## src/rtl/in_unpack_if.sv

```systemverilog
// rtl/in_unpack_if.sv - Control, SRAM read and element-stream signals of in_unpack.
`ifndef ADDR_BUS_WIDTH
`define ADDR_BUS_WIDTH 32
`endif

interface in_unpack_if #(
    parameter int CNT_WIDTH = 16
) ();
    logic                       start;
    logic [`ADDR_BUS_WIDTH-1:0] base_addr;
    logic [CNT_WIDTH-1:0]       num_elem;
    logic                       busy;
    logic                       done;
    logic                       sram_cs;
    logic                       sram_oe;
    logic [`ADDR_BUS_WIDTH-1:0] sram_addr;
    logic [`ADDR_BUS_WIDTH-1:0] sram_rdata;
    logic                       out_valid;
    logic                       out_ready;
    logic [`ADDR_BUS_WIDTH-1:0] out_data;
    logic                       out_last;

    modport master (
        output start, base_addr, num_elem, sram_rdata, out_ready,
        input  busy, done, sram_cs, sram_oe, sram_addr, out_valid, out_data, out_last
    );

    modport slave (
        input  start, base_addr, num_elem, sram_rdata, out_ready,
        output busy, done, sram_cs, sram_oe, sram_addr, out_valid, out_data, out_last
    );
endinterface

```

## src/rtl/in_unpack.sv

```systemverilog
// rtl/in_unpack.sv - Packed int8 SRAM reader that dequantizes and streams one element per cycle.
// Optional IN_UNPACK_RELU_EN clamps negative activations to zero.
`ifndef ADDR_BUS_WIDTH
`define ADDR_BUS_WIDTH 32
`endif

module in_unpack #(
    parameter int FRAC_BITS = 5,
    parameter int CNT_WIDTH = 16,
    parameter int BUF_DEPTH = 2
) (
    input  logic       clk,
    input  logic       rstn,
    in_unpack_if.slave bus
);

    localparam int W  = `ADDR_BUS_WIDTH;
    localparam int PW = (BUF_DEPTH > 1) ? $clog2(BUF_DEPTH) : 1;
    localparam int OW = $clog2(BUF_DEPTH + 1) + 1;
    localparam logic [PW-1:0] LAST_SLOT = PW'(BUF_DEPTH - 1);
    localparam logic [OW-1:0] DEPTH_O   = OW'(BUF_DEPTH);

    typedef enum logic [1:0] {
        IDLE  = 2'd0,
        FETCH = 2'd1,
        DRAIN = 2'd2,
        FIN   = 2'd3
    } state_t;

    state_t               r_state;
    logic [W-1:0]         r_addr;
    logic [CNT_WIDTH-1:0] r_words_left;
    logic [CNT_WIDTH-1:0] r_elem_left;
    logic                 r_busy;
    logic                 r_done;

    logic [W-1:0]         r_buf [BUF_DEPTH];
    logic [PW-1:0]        r_wr_ptr;
    logic [PW-1:0]        r_rd_ptr;
    logic [OW-1:0]        r_count;
    logic                 r_rd_pend;
    logic [1:0]           r_lane;

    logic [CNT_WIDTH-1:0] w_nwords;
    logic                 w_issue;
    logic                 w_valid;
    logic                 w_hs;
    logic                 w_last_elem;
    logic                 w_pop;
    logic [W-1:0]         w_head;
    logic [7:0]           w_byte;
    logic [W-1:0]         w_deq;

    assign w_nwords = {2'b00, bus.num_elem[CNT_WIDTH-1:2]}
                    + {{(CNT_WIDTH-1){1'b0}}, |bus.num_elem[1:0]};

    // Credit rule: buffered words plus the read whose data returns this cycle
    assign w_issue = (r_state == FETCH)
                  && ((r_count + {{(OW-1){1'b0}}, r_rd_pend}) < DEPTH_O);

    assign w_valid     = (r_count != '0);
    assign w_hs        = w_valid && bus.out_ready;
    assign w_last_elem = (r_elem_left == CNT_WIDTH'(1));
    assign w_pop       = w_hs && ((r_lane == 2'd3) || w_last_elem);
    assign w_head      = r_buf[r_rd_ptr];

    always_comb begin
        w_byte = w_head[W-1 -: 8];
        unique case (r_lane)
            2'd0: w_byte = w_head[W-1  -: 8];
            2'd1: w_byte = w_head[W-9  -: 8];
            2'd2: w_byte = w_head[W-17 -: 8];
            2'd3: w_byte = w_head[W-25 -: 8];
        endcase
        w_deq = {{(W-8){w_byte[7]}}, w_byte} << FRAC_BITS;
`ifdef IN_UNPACK_RELU_EN
        if (w_byte[7]) begin
            w_deq = '0;
        end
`endif
    end

    assign bus.busy      = r_busy;
    assign bus.done      = r_done;
    assign bus.sram_cs   = w_issue;
    assign bus.sram_oe   = w_issue;
    assign bus.sram_addr = w_issue ? r_addr : '0;
    assign bus.out_valid = w_valid;
    assign bus.out_data  = w_valid ? w_deq : '0;
    assign bus.out_last  = w_valid && w_last_elem;

    always_ff @(posedge clk or negedge rstn) begin
        if (!rstn) begin
            r_state      <= IDLE;
            r_addr       <= '0;
            r_words_left <= '0;
            r_elem_left  <= '0;
            r_busy       <= 1'b0;
            r_done       <= 1'b0;
        end else begin
            r_done <= 1'b0;
            unique case (r_state)
                IDLE: begin
                    if (bus.start) begin
                        r_addr       <= bus.base_addr;
                        r_words_left <= w_nwords;
                        r_elem_left  <= bus.num_elem;
                        r_busy       <= 1'b1;
                        if (bus.num_elem == '0) begin
                            r_state <= FIN;
                            r_done  <= 1'b1;
                        end else begin
                            r_state <= FETCH;
                        end
                    end
                end
                FETCH: begin
                    if (w_issue) begin
                        r_addr       <= r_addr + W'(1);
                        r_words_left <= r_words_left - CNT_WIDTH'(1);
                        if (r_words_left == CNT_WIDTH'(1)) begin
                            r_state <= DRAIN;
                        end
                    end
                end
                DRAIN: begin
                    if (w_hs && w_last_elem) begin
                        r_state <= FIN;
                        r_done  <= 1'b1;
                    end
                end
                FIN: begin
                    r_state <= IDLE;
                    r_busy  <= 1'b0;
                end
            endcase
            if (w_hs) begin
                r_elem_left <= r_elem_left - CNT_WIDTH'(1);
            end
        end
    end

    // Read data is captured the cycle after its address cycle
    always_ff @(posedge clk or negedge rstn) begin
        if (!rstn) begin
            r_wr_ptr  <= '0;
            r_rd_ptr  <= '0;
            r_count   <= '0;
            r_rd_pend <= 1'b0;
            r_lane    <= 2'd0;
            for (int i = 0; i < BUF_DEPTH; i++) begin
                r_buf[i] <= '0;
            end
        end else begin
            r_rd_pend <= w_issue;
            if (r_rd_pend) begin
                r_buf[r_wr_ptr] <= bus.sram_rdata;
                r_wr_ptr        <= (r_wr_ptr == LAST_SLOT) ? '0 : r_wr_ptr + PW'(1);
            end
            if (w_pop) begin
                r_rd_ptr <= (r_rd_ptr == LAST_SLOT) ? '0 : r_rd_ptr + PW'(1);
                r_lane   <= 2'd0;
            end else if (w_hs) begin
                r_lane <= r_lane + 2'd1;
            end
            unique case ({r_rd_pend, w_pop})
                2'b10:   r_count <= r_count + OW'(1);
                2'b01:   r_count <= r_count - OW'(1);
                default: r_count <= r_count;
            endcase
        end
    end

endmodule

```

## src/flat_wrapper.sv

```systemverilog
// flat-port wrapper written by rule: the top's interface ports become plain ports
module in_unpack_flat 
#(
    parameter int FRAC_BITS = 5,
    parameter int CNT_WIDTH = 16,
    parameter int BUF_DEPTH = 2
)
  (clk, rstn, bus_start, bus_base_addr, bus_num_elem, bus_sram_rdata, bus_out_ready, bus_busy, bus_done, bus_sram_cs, bus_sram_oe, bus_sram_addr, bus_out_valid, bus_out_data, bus_out_last);
  in_unpack_if #(.CNT_WIDTH(CNT_WIDTH)) bus_i ();
  input  logic clk;
  input  logic rstn;
  input wire logic [$bits(bus_i.start)-1:0] bus_start;
  input wire logic [$bits(bus_i.base_addr)-1:0] bus_base_addr;
  input wire logic [$bits(bus_i.num_elem)-1:0] bus_num_elem;
  input wire logic [$bits(bus_i.sram_rdata)-1:0] bus_sram_rdata;
  input wire logic [$bits(bus_i.out_ready)-1:0] bus_out_ready;
  output wire logic [$bits(bus_i.busy)-1:0] bus_busy;
  output wire logic [$bits(bus_i.done)-1:0] bus_done;
  output wire logic [$bits(bus_i.sram_cs)-1:0] bus_sram_cs;
  output wire logic [$bits(bus_i.sram_oe)-1:0] bus_sram_oe;
  output wire logic [$bits(bus_i.sram_addr)-1:0] bus_sram_addr;
  output wire logic [$bits(bus_i.out_valid)-1:0] bus_out_valid;
  output wire logic [$bits(bus_i.out_data)-1:0] bus_out_data;
  output wire logic [$bits(bus_i.out_last)-1:0] bus_out_last;
  assign bus_i.start = bus_start;
  assign bus_i.base_addr = bus_base_addr;
  assign bus_i.num_elem = bus_num_elem;
  assign bus_i.sram_rdata = bus_sram_rdata;
  assign bus_i.out_ready = bus_out_ready;
  assign bus_busy = bus_i.busy;
  assign bus_done = bus_i.done;
  assign bus_sram_cs = bus_i.sram_cs;
  assign bus_sram_oe = bus_i.sram_oe;
  assign bus_sram_addr = bus_i.sram_addr;
  assign bus_out_valid = bus_i.out_valid;
  assign bus_out_data = bus_i.out_data;
  assign bus_out_last = bus_i.out_last;
  in_unpack #(.FRAC_BITS(FRAC_BITS), .CNT_WIDTH(CNT_WIDTH), .BUF_DEPTH(BUF_DEPTH)) u_core (.clk(clk), .rstn(rstn), .bus(bus_i));
endmodule
```

## config.mk

```make
export PLATFORM = sky130hd
export DESIGN_NAME = in_unpack_flat
export DESIGN_NICKNAME = d
export VERILOG_FILES = /design/src/rtl/in_unpack_if.sv /design/src/rtl/in_unpack.sv /design/src/flat_wrapper.sv
export SDC_FILE = /design/constraint.sdc
export NUM_CORES = 1
export LEC_CHECK = 0
export CAP_MARGIN = 40
export CORE_MARGIN = 8
export CORE_UTILIZATION = 50
export DETAILED_ROUTE_END_ITERATION = 10
export GPL_ROUTABILITY_DRIVEN = 0
export PLACE_DENSITY = 0.82
export SLEW_MARGIN = 15
export SYNTH_ARGS = -nofsm -noshare
export SYNTH_HDL_FRONTEND = slang
export SYNTH_SLANG_ARGS = --single-unit
```

## constraint.sdc

```tcl
create_clock -name clk -period 3.57 [get_ports clk]
set_input_delay 0.8925 -clock clk [delete_from_list [all_inputs] [get_ports clk]]
set_output_delay 0.8925 -clock clk [all_outputs]
set_load 0.01 [all_outputs]
```

; ---- Yosys cells after proc, flatten, opt, wreduce, memory -nomap -nowiden
; Cells that the tools add are included.
[totals]
regBits = 140
[op_classes]
addsub = 10
magnitude_cmp = 4
n_eq_ne = 14
muxes = 35
bitwise_logic = 2
reduce_logical = 22
[op_table]
columns = operator, n
row1 = $mux 32, 8
row2 = $mux 16, 5
row3 = $bwmux 64, 1
row4 = $pmux 32 s2, 1
row5 = $add 32x1->32 const B, 1
row6 = $demux 32 s1, 1
row7 = $eq 16x1->1 const B, 2
row8 = $pmux 16 s2, 1
row9 = $pmux 8 s4, 1
row10 = $sub 16x1->16 const B, 2
row11 = $logic_not 16->1, 1
row12 = $add 14x1->15, 1
row13 = $mux 2, 7
row14 = $reduce_bool 2->1, 6
row15 = $eq 2x2->1 const B, 5
row16 = $pmux 2 s4, 1
row17 = $eq 2x1->1 const B, 3
row18 = $logic_and 1x1->1, 6
row19 = $mux 1, 6
row20 = $pmux 3 s2, 1
row21 = $ge 2x2->1 const B, 2
row22 = $logic_not 2->1, 2
row23 = $ne 2x1->1 const B, 2
row24 = $ne 2x2->1 const B, 2
row25 = 15 further kinds, 19

; ---- Longest topological paths before layout
; Gate-level depths: netlist (run 1).
[logic_depth]
depth_word = 6
mapped_depth = 12
ltp_nobuf = 12

; ---- Least setup slack after synthesis (run 1)
; No wires, ideal clock.
[synth_timing]
path_kind = reg2out
startpoint = register u_core.r_lane[1]
endpoint = output port bus_out_data[13]
arrival_ns = 2.640
t_required_ns = 2.678
setup_slack_ns = 0.037
path_stages_with_launch = 9
n_path_buf = 3
cell_sequence = dfrtp_1 -> inv_1 -> ha_1 -> clkbuf_1 -> clkbuf_1 -> a222oi_1 -> mux4_2 -> nor2_1 -> buf_4
[synth_between]
elab_chain_cells = 3
[synth_rtl]
columns = element, line_no
row1 = start: declaration, in_unpack.sv:42  ; logic [1:0] r_lane;
row2 = start signal: assignment, in_unpack.sv:164  ; r_lane <= r_lane + 2'd1;
row3 = "$eq 2x2->1, or another cell as far along", in_unpack.sv:69  ; unique case (r_lane)
row4 = $pmux 8 s4 *, in_unpack.sv:69
row5 = $mux 32 *, in_unpack.sv:89  ; assign bus.out_data = w_valid ? w_deq : '0;
row6 = end: declaration, flat_wrapper.sv:23  ; output wire logic [$bits(bus_i.out_data)-1:0] bus_out_data;
; Every way passes the cells marked *; elsewhere a longest branch is shown, timed or not.

; ---- Worst setup path in the final report (run 1)
[layout_timing]
startpoint = register u_core.r_lane[1]
endpoint = output port bus_out_data[29]
; The elaborated chain is that of the path after synthesis.

==> results of run 1 <==
-- per-layer routing --
metal  global-route usage (%)  up-vias  routed length [um]
met5                        0        -                   0
met4                     9.32        0                 723
met3                     5.25       56                1410
met2                     35.0      313               11500
met1                     27.3     3632               10000
li1                         -     3354                   -
-- cell families (layout without fill, tap and decap cells) --
| family | Yosys count | in the layout | synth area share [%] |
|---|---|---|---|
| DFF | 140 | 140 | 41.7 |
| buffers and inverters | 112 | 250 | 6.87 |
| muxes | 81 | 81 | 11.7 |
| and+or+nand+nor | 293 | 293 | 19.8 |
| adders and majority gates | 18 | 18 | 2.77 |
| AOI/OAI and AO/OA | 176 | 176 | 15.0 |
| other | 1 | 5 | 0.0446 |
| xor gates and xnor gates | 19 | 19 | 2.07 |
-- worst max-delay path, stage by stage, from the launching register on --
cell	delay, ns
sky130_fd_sc_hd__dfrtp_1	0.42
sky130_fd_sc_hd__inv_1	0.12
sky130_fd_sc_hd__ha_2	0.23
sky130_fd_sc_hd__a222oi_1	0.10
sky130_fd_sc_hd__mux4_2	0.52
sky130_fd_sc_hd__nor2_4	0.13
sky130_fd_sc_hd__buf_6	0.14
sky130_fd_sc_hd__clkdlybuf4s50_1	0.54
-- report_power, final --
group	internal [mW]	switching, mW	total [mW]
clock	0.920	0.741	1.66
sequential	2.40	0.850	3.25
combinational	2.45	2.52	4.97
-- metrics by stage --
step                      cell area [um^2]  setup WS (ns)  power (mW)  utilization, %  setup TNS [ns]
final                                10700         0.0677        9.88            64.7               0
after global routing                 10700        -0.0107        10.5            64.7         -0.0276
after CTS                            10500         0.0162        9.73            63.6               0
after detailed placement              9950          0.425        8.08            60.2               0
after global placement                9940          0.490        7.87            60.2               0
after floorplan                       8420         0.0374        6.50               -               0
-- cell usage after synthesis (all sizes together), types with 13 or more instances --
master    n  share of area [%]
dfrtp   140                 42
inv      37                1.7
nor3     16                1.0
nor2     51                2.3
nand4    18                1.8
nand3    46                2.9
nand2    55                2.6
o21ai    47                2.9
mux2     60                8.0
a22oi    16                1.4
and2     33                2.5
xor2     14                1.5
ha       17                2.5
nor4     30                2.7
a222oi   16                1.9
a21oi    28                1.8
clkbuf   31                1.9
a221o    13                1.5
mux2i    13                1.5
buf      44                3.4
-- what timing repair did --
item | CTS | global route
gates resized for setup | 14 | 30
pin swaps | 0 | 1
setup buffers | 0 | 4
setup endpoints to repair | 37 | 45
gates cloned | 0 | 3
-- flip-flops by register name, indices dropped and copies added (netlist names), 2 cells and up --
register and flops:
u_core.r_lane 2, u_core.r_addr 32, u_core.r_words_left 16, u_core.r_state 2, u_core.r_elem_left 16, u_core.r_count 3
u_core.r_buf 64
-- worst min-delay path by stage --
stage	startpoint	endpoint	slack, ns	cells after the start
CTS	u_core.r_rd_pend$_DFF_PN0_	u_core.r_wr_ptr$_DFFE_PN0P_	0.49	1
finish	rstn	u_core.r_buf[61]$_DFFE_PN0P_	0.26	1
global placement	u_core.r_rd_pend$_DFF_PN0_	u_core.r_wr_ptr$_DFFE_PN0P_	0.47	1
global route	rstn	u_core.r_buf[61]$_DFFE_PN0P_	0.24	1
floorplan	u_core.r_elem_left[15]$_DFFE_PN0P_	u_core.r_elem_left[15]$_DFFE_PN0P_	0.46	1
detailed placement	u_core.r_rd_pend$_DFF_PN0_	u_core.r_wr_ptr$_DFFE_PN0P_	0.48	1
-- final cells by class --
cell class                 instances  area, um^2  area share (%)
tap                              220         275            2.58
sequential                       140        3500            32.8
multi-input combinational        592        4410            41.3
clock buffer                      18         439            4.11
inverter                          37         143            1.34
clock inverter                    14         110            1.03
timing repair buffer             181        1800            16.9
==> flow_results.xml, run 1 <==
<?xml version="1.0" encoding="UTF-8"?>
<metrics>
  <group name="logic_synthesis">
    <metric name="synth.yosys.seq_area_share" unit="%">41.7</metric>
    <metric name="synthCells" unit="">840</metric>
    <metric name="ys_types" unit="">75</metric>
    <metric name="async_flop_share" unit="%">100</metric>
    <metric name="syn-mean-instance-area" unit="um^2">10.0</metric>
    <metric name="synth_enable_flop_cells" unit="">0</metric>
    <metric name="ys_warns" unit="">0</metric>
    <metric name="postSynthRegisterBits" unit="">140</metric>
    <metric name="synth_ff_type" unit="">sky130_fd_sc_hd__dfrtp_1</metric>
    <metric name="mappedNetlistArea" unit="um^2">8400</metric>
  </group>
  <group name="critical_path">
    <metric name="critical_path_arrival" unit="ns">2.61</metric>
    <metric name="crit-reg2reg-capture" unit="">u_core.r_count[2]$_DFFE_PN0P_</metric>
    <metric name="endpoint_kind" unit="">output port</metric>
    <metric name="timing.reg2reg.worst_path_depth" unit="">11</metric>
    <metric name="critPathMaxFanout" unit="">10</metric>
    <metric name="critical_path_required" unit="ns">2.68</metric>
    <metric name="startpoint_type" unit="">flop</metric>
    <metric name="reg2reg_slack" unit="ns">0.73</metric>
    <metric name="critical_path.reg2reg.startpoint" unit="">u_core.r_elem_left[10]$_DFFE_PN0P_</metric>
    <metric name="worstSetupEndpoint" unit="">bus_out_data[29]</metric>
    <metric name="critical_path.startpoint" unit="">u_core.r_lane[1]$_DFFE_PN0P_</metric>
    <metric name="worst-setup-path-type" unit="">reg2out</metric>
  </group>
  <group name="cts">
    <metric name="max-clock-path-buffers" unit="">2</metric>
    <metric name="cts.sink_count" unit="">140</metric>
    <metric name="cts.root.buffer_cell" unit="">sky130_fd_sc_hd__clkbuf_16</metric>
    <metric name="clock_buffer_count_from_cts" unit="">17</metric>
    <metric name="cts.htree.levels" unit="">4</metric>
    <metric name="cts_hold_buf" unit="">0</metric>
    <metric name="clkLatencyLatePin" unit="ns">0.42</metric>
    <metric name="tritoncts" unit="">built</metric>
    <metric name="clk_pin_slew_worst_paths" unit="ns">0.06</metric>
  </group>
  <group name="global_routing">
    <metric name="grt_pass1_wl" unit="mm">37.9</metric>
    <metric name="grt_pass1_vias" unit="">7364</metric>
    <metric name="global_route.overflow_total" unit="">0</metric>
    <metric name="antenna_found_initial" unit="">0</metric>
    <metric name="groute.usage.overall" unit="%">21.7</metric>
    <metric name="grt_start_max_net_pins" unit="">93</metric>
  </group>
  <group name="drt">
    <metric name="drt.antenna.violating_nets" unit="">0</metric>
    <metric name="via_count" unit="">7355</metric>
    <metric name="wire_length_per_cell" unit="um">19.7</metric>
    <metric name="drt-pass1-iter-count" unit="">7</metric>
    <metric name="via_density" unit="">6.12</metric>
    <metric name="route.final.wire_length" unit="mm">23.7</metric>
    <metric name="drt_iter0_markers" unit="">721</metric>
    <metric name="detail_route.drc_violations" unit="">0</metric>
  </group>
  <group name="power">
    <metric name="leakage" unit="nW">4.44</metric>
    <metric name="worst_ir_drop_vdd" unit="uV">601</metric>
    <metric name="power_density" unit="nW/um^2">925</metric>
  </group>
  <group name="sta">
    <metric name="slew_headroom" unit="%">55.6</metric>
    <metric name="clock.fmax" unit="GHz">0.286</metric>
    <metric name="report.final.setup_viol" unit="">0</metric>
    <metric name="final_min_period_over_clock_period" unit="%">98.1</metric>
    <metric name="period_needed" unit="ns">3.50</metric>
    <metric name="hold_violations" unit="">0</metric>
    <metric name="clock-skew-final" unit="ns">0.00857</metric>
    <metric name="holdWs" unit="ns">0.264</metric>
    <metric name="worst_pin_slew" unit="ns">0.665</metric>
    <metric name="finalMaxSlewViolations" unit="">0</metric>
  </group>
  <group name="final_layout">
    <metric name="final_common_cell" unit="">sky130_fd_sc_hd__dfrtp_1</metric>
    <metric name="diodes" unit="">0</metric>
    <metric name="stdcell_count" unit="">1202</metric>
    <metric name="area.growth.synth_to_final" unit="%">27.2</metric>
    <metric name="finalNetCount" unit="">1071</metric>
    <metric name="most_used_cells_in_the_layout_excluding_fill_and_tap_cells" unit="">sky130_fd_sc_hd__dfrtp_1, sky130_fd_sc_hd__clkdlybuf4s50_1, sky130_fd_sc_hd__mux2_2</metric>
    <metric name="final.fill_count" unit="">1295</metric>
    <metric name="drive_gt1_share" unit="%">17.7</metric>
  </group>
  <group name="floorplanning">
    <metric name="floorplan.die_area" unit="um^2">21200</metric>
    <metric name="dieHeight" unit="um">146</metric>
    <metric name="placementRows" unit="">47</metric>
    <metric name="fp.dieW" unit="um">146</metric>
    <metric name="start_util" unit="%">50.8</metric>
    <metric name="area_of_the_core" unit="um^2">16500</metric>
    <metric name="ioPinCount" unit="">154</metric>
  </group>
  <group name="placed_design">
    <metric name="hpwl_after_detailed_placement" unit="mm">16.0</metric>
    <metric name="placed_cells" unit="">1162</metric>
    <metric name="numPortBuffers" unit="">148</metric>
  </group>
  <group name="flow_run">
    <metric name="cap_viol_max_count" unit="">0</metric>
  </group>
  <group name="outcome">
    <metric name="result_of_the_run" unit="">completed</metric>
  </group>
  <group name="min_path">
    <metric name="min-delay-path-class" unit="">in2async</metric>
  </group>
</metrics>
Note: power is estimated with default switching activity, not from simulation.
==> run 2, diff against run 1 <==
--- a/config.mk
+++ b/config.mk
@@ -10,7 +10,7 @@
 export CORE_UTILIZATION = 50
 export DETAILED_ROUTE_END_ITERATION = 10
 export GPL_ROUTABILITY_DRIVEN = 0
-export PLACE_DENSITY = 0.82
+export PLACE_DENSITY = 0.79
 export SLEW_MARGIN = 15
 export SYNTH_ARGS = -nofsm -noshare
 export SYNTH_HDL_FRONTEND = slang
==> run 2 against run 1 <==
  * Maximum frequency up 1.1%
  * Critical path type unchanged
  * Highest routed layer unchanged
  * Sequential power about the same
  * Final cell count down 0.17%
  * Flip-flop and latch count unchanged
  * Critical path depth up 2
  * Register-to-register slack better by 0.02 ns
  * Clock-buffer cell count down 1
  * Utilization up 0.28 points
  * Final area up 0.43%
  * Setup slack better by 0.037 ns
==> flow_results.xml, run 2 (synthesis results as in run 1) <==
<?xml version="1.0" encoding="UTF-8"?>
<metrics>
  <group name="sta">
    <metric name="finalMaxSlewViolations" unit="">0</metric>
    <metric name="holdWs" unit="ns">0.464</metric>
    <metric name="report.final.setup_viol" unit="">0</metric>
    <metric name="slew_headroom" unit="%">54.4</metric>
    <metric name="clock-skew-final" unit="ns">0.0181</metric>
    <metric name="worst_pin_slew" unit="ns">0.684</metric>
    <metric name="final_min_period_over_clock_period" unit="%">97.1</metric>
    <metric name="hold_violations" unit="">0</metric>
    <metric name="clock.fmax" unit="GHz">0.289</metric>
    <metric name="period_needed" unit="ns">3.47</metric>
  </group>
  <group name="floorplanning">
    <metric name="start_util" unit="%">50.8</metric>
    <metric name="dieHeight" unit="um">146</metric>
    <metric name="ioPinCount" unit="">154</metric>
    <metric name="fp.dieW" unit="um">146</metric>
    <metric name="area_of_the_core" unit="um^2">16500</metric>
    <metric name="floorplan.die_area" unit="um^2">21200</metric>
    <metric name="placementRows" unit="">47</metric>
  </group>
  <group name="cts">
    <metric name="cts_hold_buf" unit="">0</metric>
    <metric name="clkLatencyLatePin" unit="ns">0.43</metric>
    <metric name="clk_pin_slew_worst_paths" unit="ns">0.06</metric>
    <metric name="cts.sink_count" unit="">140</metric>
    <metric name="tritoncts" unit="">built</metric>
    <metric name="cts.htree.levels" unit="">4</metric>
    <metric name="max-clock-path-buffers" unit="">2</metric>
    <metric name="cts.root.buffer_cell" unit="">sky130_fd_sc_hd__clkbuf_16</metric>
    <metric name="clock_buffer_count_from_cts" unit="">17</metric>
  </group>
  <group name="final_layout">
    <metric name="diodes" unit="">0</metric>
    <metric name="area.growth.synth_to_final" unit="%">27.7</metric>
    <metric name="postLayoutCellArea" unit="um^2">10700</metric>
    <metric name="stdcell_count" unit="">1200</metric>
    <metric name="finalNetCount" unit="">1069</metric>
    <metric name="largest_register_ff_count" unit="">64</metric>
    <metric name="final_common_cell" unit="">sky130_fd_sc_hd__dfrtp_1</metric>
    <metric name="reg_top3" unit="">u_core.r_buf (64), u_core.r_addr (32)</metric>
    <metric name="drive_gt1_share" unit="%">17.8</metric>
    <metric name="largest_register" unit="">u_core.r_buf</metric>
    <metric name="most_used_cells_in_the_layout_excluding_fill_and_tap_cells" unit="">sky130_fd_sc_hd__dfrtp_1, sky130_fd_sc_hd__clkdlybuf4s50_1, sky130_fd_sc_hd__mux2_2</metric>
  </group>
  <group name="critical_path">
    <metric name="endpoint_kind" unit="">output port</metric>
    <metric name="crit_path_max_incr_delay" unit="ns">0.54</metric>
    <metric name="critical_path_arrival" unit="ns">2.57</metric>
    <metric name="critical_path_required" unit="ns">2.68</metric>
    <metric name="cpMaxStageDelayCell" unit="">sky130_fd_sc_hd__clkdlybuf4s50_1</metric>
    <metric name="path_cells" unit="">inv_2, nor2_2, ha_4, xor2_4, nor3_4, buf_6, buf_6, and2_1, clkdlybuf4s50_1</metric>
    <metric name="startpoint_type" unit="">flop</metric>
    <metric name="worst-setup-path-type" unit="">reg2out</metric>
    <metric name="critical-path-top-cell-by-count" unit="">sky130_fd_sc_hd__buf_6</metric>
    <metric name="critPathMaxFanout" unit="">8</metric>
  </group>
  <group name="placed_design">
    <metric name="hpwl_after_detailed_placement" unit="mm">15.7</metric>
    <metric name="place_area" unit="um^2">9940</metric>
    <metric name="numPortBuffers" unit="">148</metric>
    <metric name="placed_cells" unit="">1161</metric>
  </group>
  <group name="drt">
    <metric name="drt.antenna.violating_nets" unit="">0</metric>
    <metric name="drt_iter0_markers" unit="">685</metric>
    <metric name="drt-pass1-iter-count" unit="">5</metric>
    <metric name="wire_length_per_cell" unit="um">19.3</metric>
    <metric name="route.final.wire_length" unit="mm">23.2</metric>
    <metric name="detail_route.drc_violations" unit="">0</metric>
    <metric name="via_density" unit="">6.00</metric>
    <metric name="via_count" unit="">7196</metric>
  </group>
  <group name="global_routing">
    <metric name="grt_pass1_vias" unit="">7099</metric>
    <metric name="grt_start_max_net_pins" unit="">72</metric>
    <metric name="global_route.overflow_total" unit="">0</metric>
    <metric name="antenna_found_initial" unit="">0</metric>
    <metric name="groute.usage.overall" unit="%">21.0</metric>
    <metric name="grt_pass1_wl" unit="mm">36.7</metric>
  </group>
  <group name="power">
    <metric name="total_power" unit="mW">9.84</metric>
    <metric name="power_density" unit="nW/um^2">917</metric>
    <metric name="leakage" unit="nW">4.68</metric>
    <metric name="worst_ir_drop_vdd" unit="uV">492</metric>
  </group>
  <group name="outcome">
    <metric name="result_of_the_run" unit="">completed</metric>
  </group>
  <group name="min_path">
    <metric name="min-delay-path-class" unit="">in2async</metric>
  </group>
  <group name="flow_run">
    <metric name="cap_viol_max_count" unit="">0</metric>
  </group>
</metrics>
[run 2: what timing repair did]
item / in CTS / in global routing
endpoints found under the setup margin: 31 / 51
resized for setup: 11 / 48
pin swaps: 0 / 1
buffers inserted: 0 / 4
cloned: 0 / 3
[run 2: final timing paths]
kind / to / depth (start not counted) / startpoint / slack [ns]
max: bus_sram_addr[8] / 9 / u_core.r_count[0]$_DFFE_PN0P_ / 0.10
min: u_core.r_buf[30]$_DFFE_PN0P_ / 1 / rstn / 0.46
max reg2reg: u_core.r_count[2]$_DFFE_PN0P_ / 10 / u_core.r_elem_left[10]$_DFFE_PN0P_ / 0.75
min reg2reg: u_core.r_addr[31]$_DFFE_PN0P_ / 1 / u_core.r_addr[31]$_DFFE_PN0P_ / 0.50
max in group asynchronous: u_core.r_count[0]$_DFFE_PN0P_ / 2 / rstn / 2.32
min in group clk: u_core.r_addr[31]$_DFFE_PN0P_ / 1 / u_core.r_addr[31]$_DFFE_PN0P_ / 0.50
[run 2: final cells by class]
cell class                 count  area [um^2]
clock buffer                  17          425
clock inverter                15          148
fill                        1267         5790
inverter                      37          139
multi-input combinational    592         4420
sequential                   140         3510
tap                          220          275
timing repair buffer         179         1820
[run 2: critical path: cells and delay by family, from the launching register on]
kind                     cells  cell delay [ns]
XOR/XNOR                     1             0.19
adder cells (fa/ha/maj)      1             0.16
buffers and inverters        4             0.92
flip-flops                   1             0.44
AND/OR/NAND/NOR              3             0.44
[run 2: stage by stage]
step,util [%],worst slack [ns],TNS (ns)
2_1_floorplan,-,0.0374,0
3_3_place_gp,60.1,0.363,0
3_5_place_dp,60.1,0.277,0
4_1_cts,63.9,0.00733,0
5_1_grt,64.9,-0.00786,-0.0302
6_report,64.9,0.105,0
[run 2: per-layer routing]
| layer | up-vias | track usage (%) | routed length, um |
|---|---|---|---|
| met2 | 286 | 33.2 | 11000 |
| met4 | 0 | 8.75 | 640 |
| met5 | - | 0 | 0 |
| met1 | 3516 | 27.3 | 10100 |
| met3 | 41 | 5.01 | 1450 |
| li1 | 3353 | - | - |
[run 2: where the power goes]
part	leakage, nW	internal [mW]	switching, mW
Clock	0.286	0.931	0.801
Sequential	1.67	2.40	0.834
Combinational	2.73	2.44	2.44
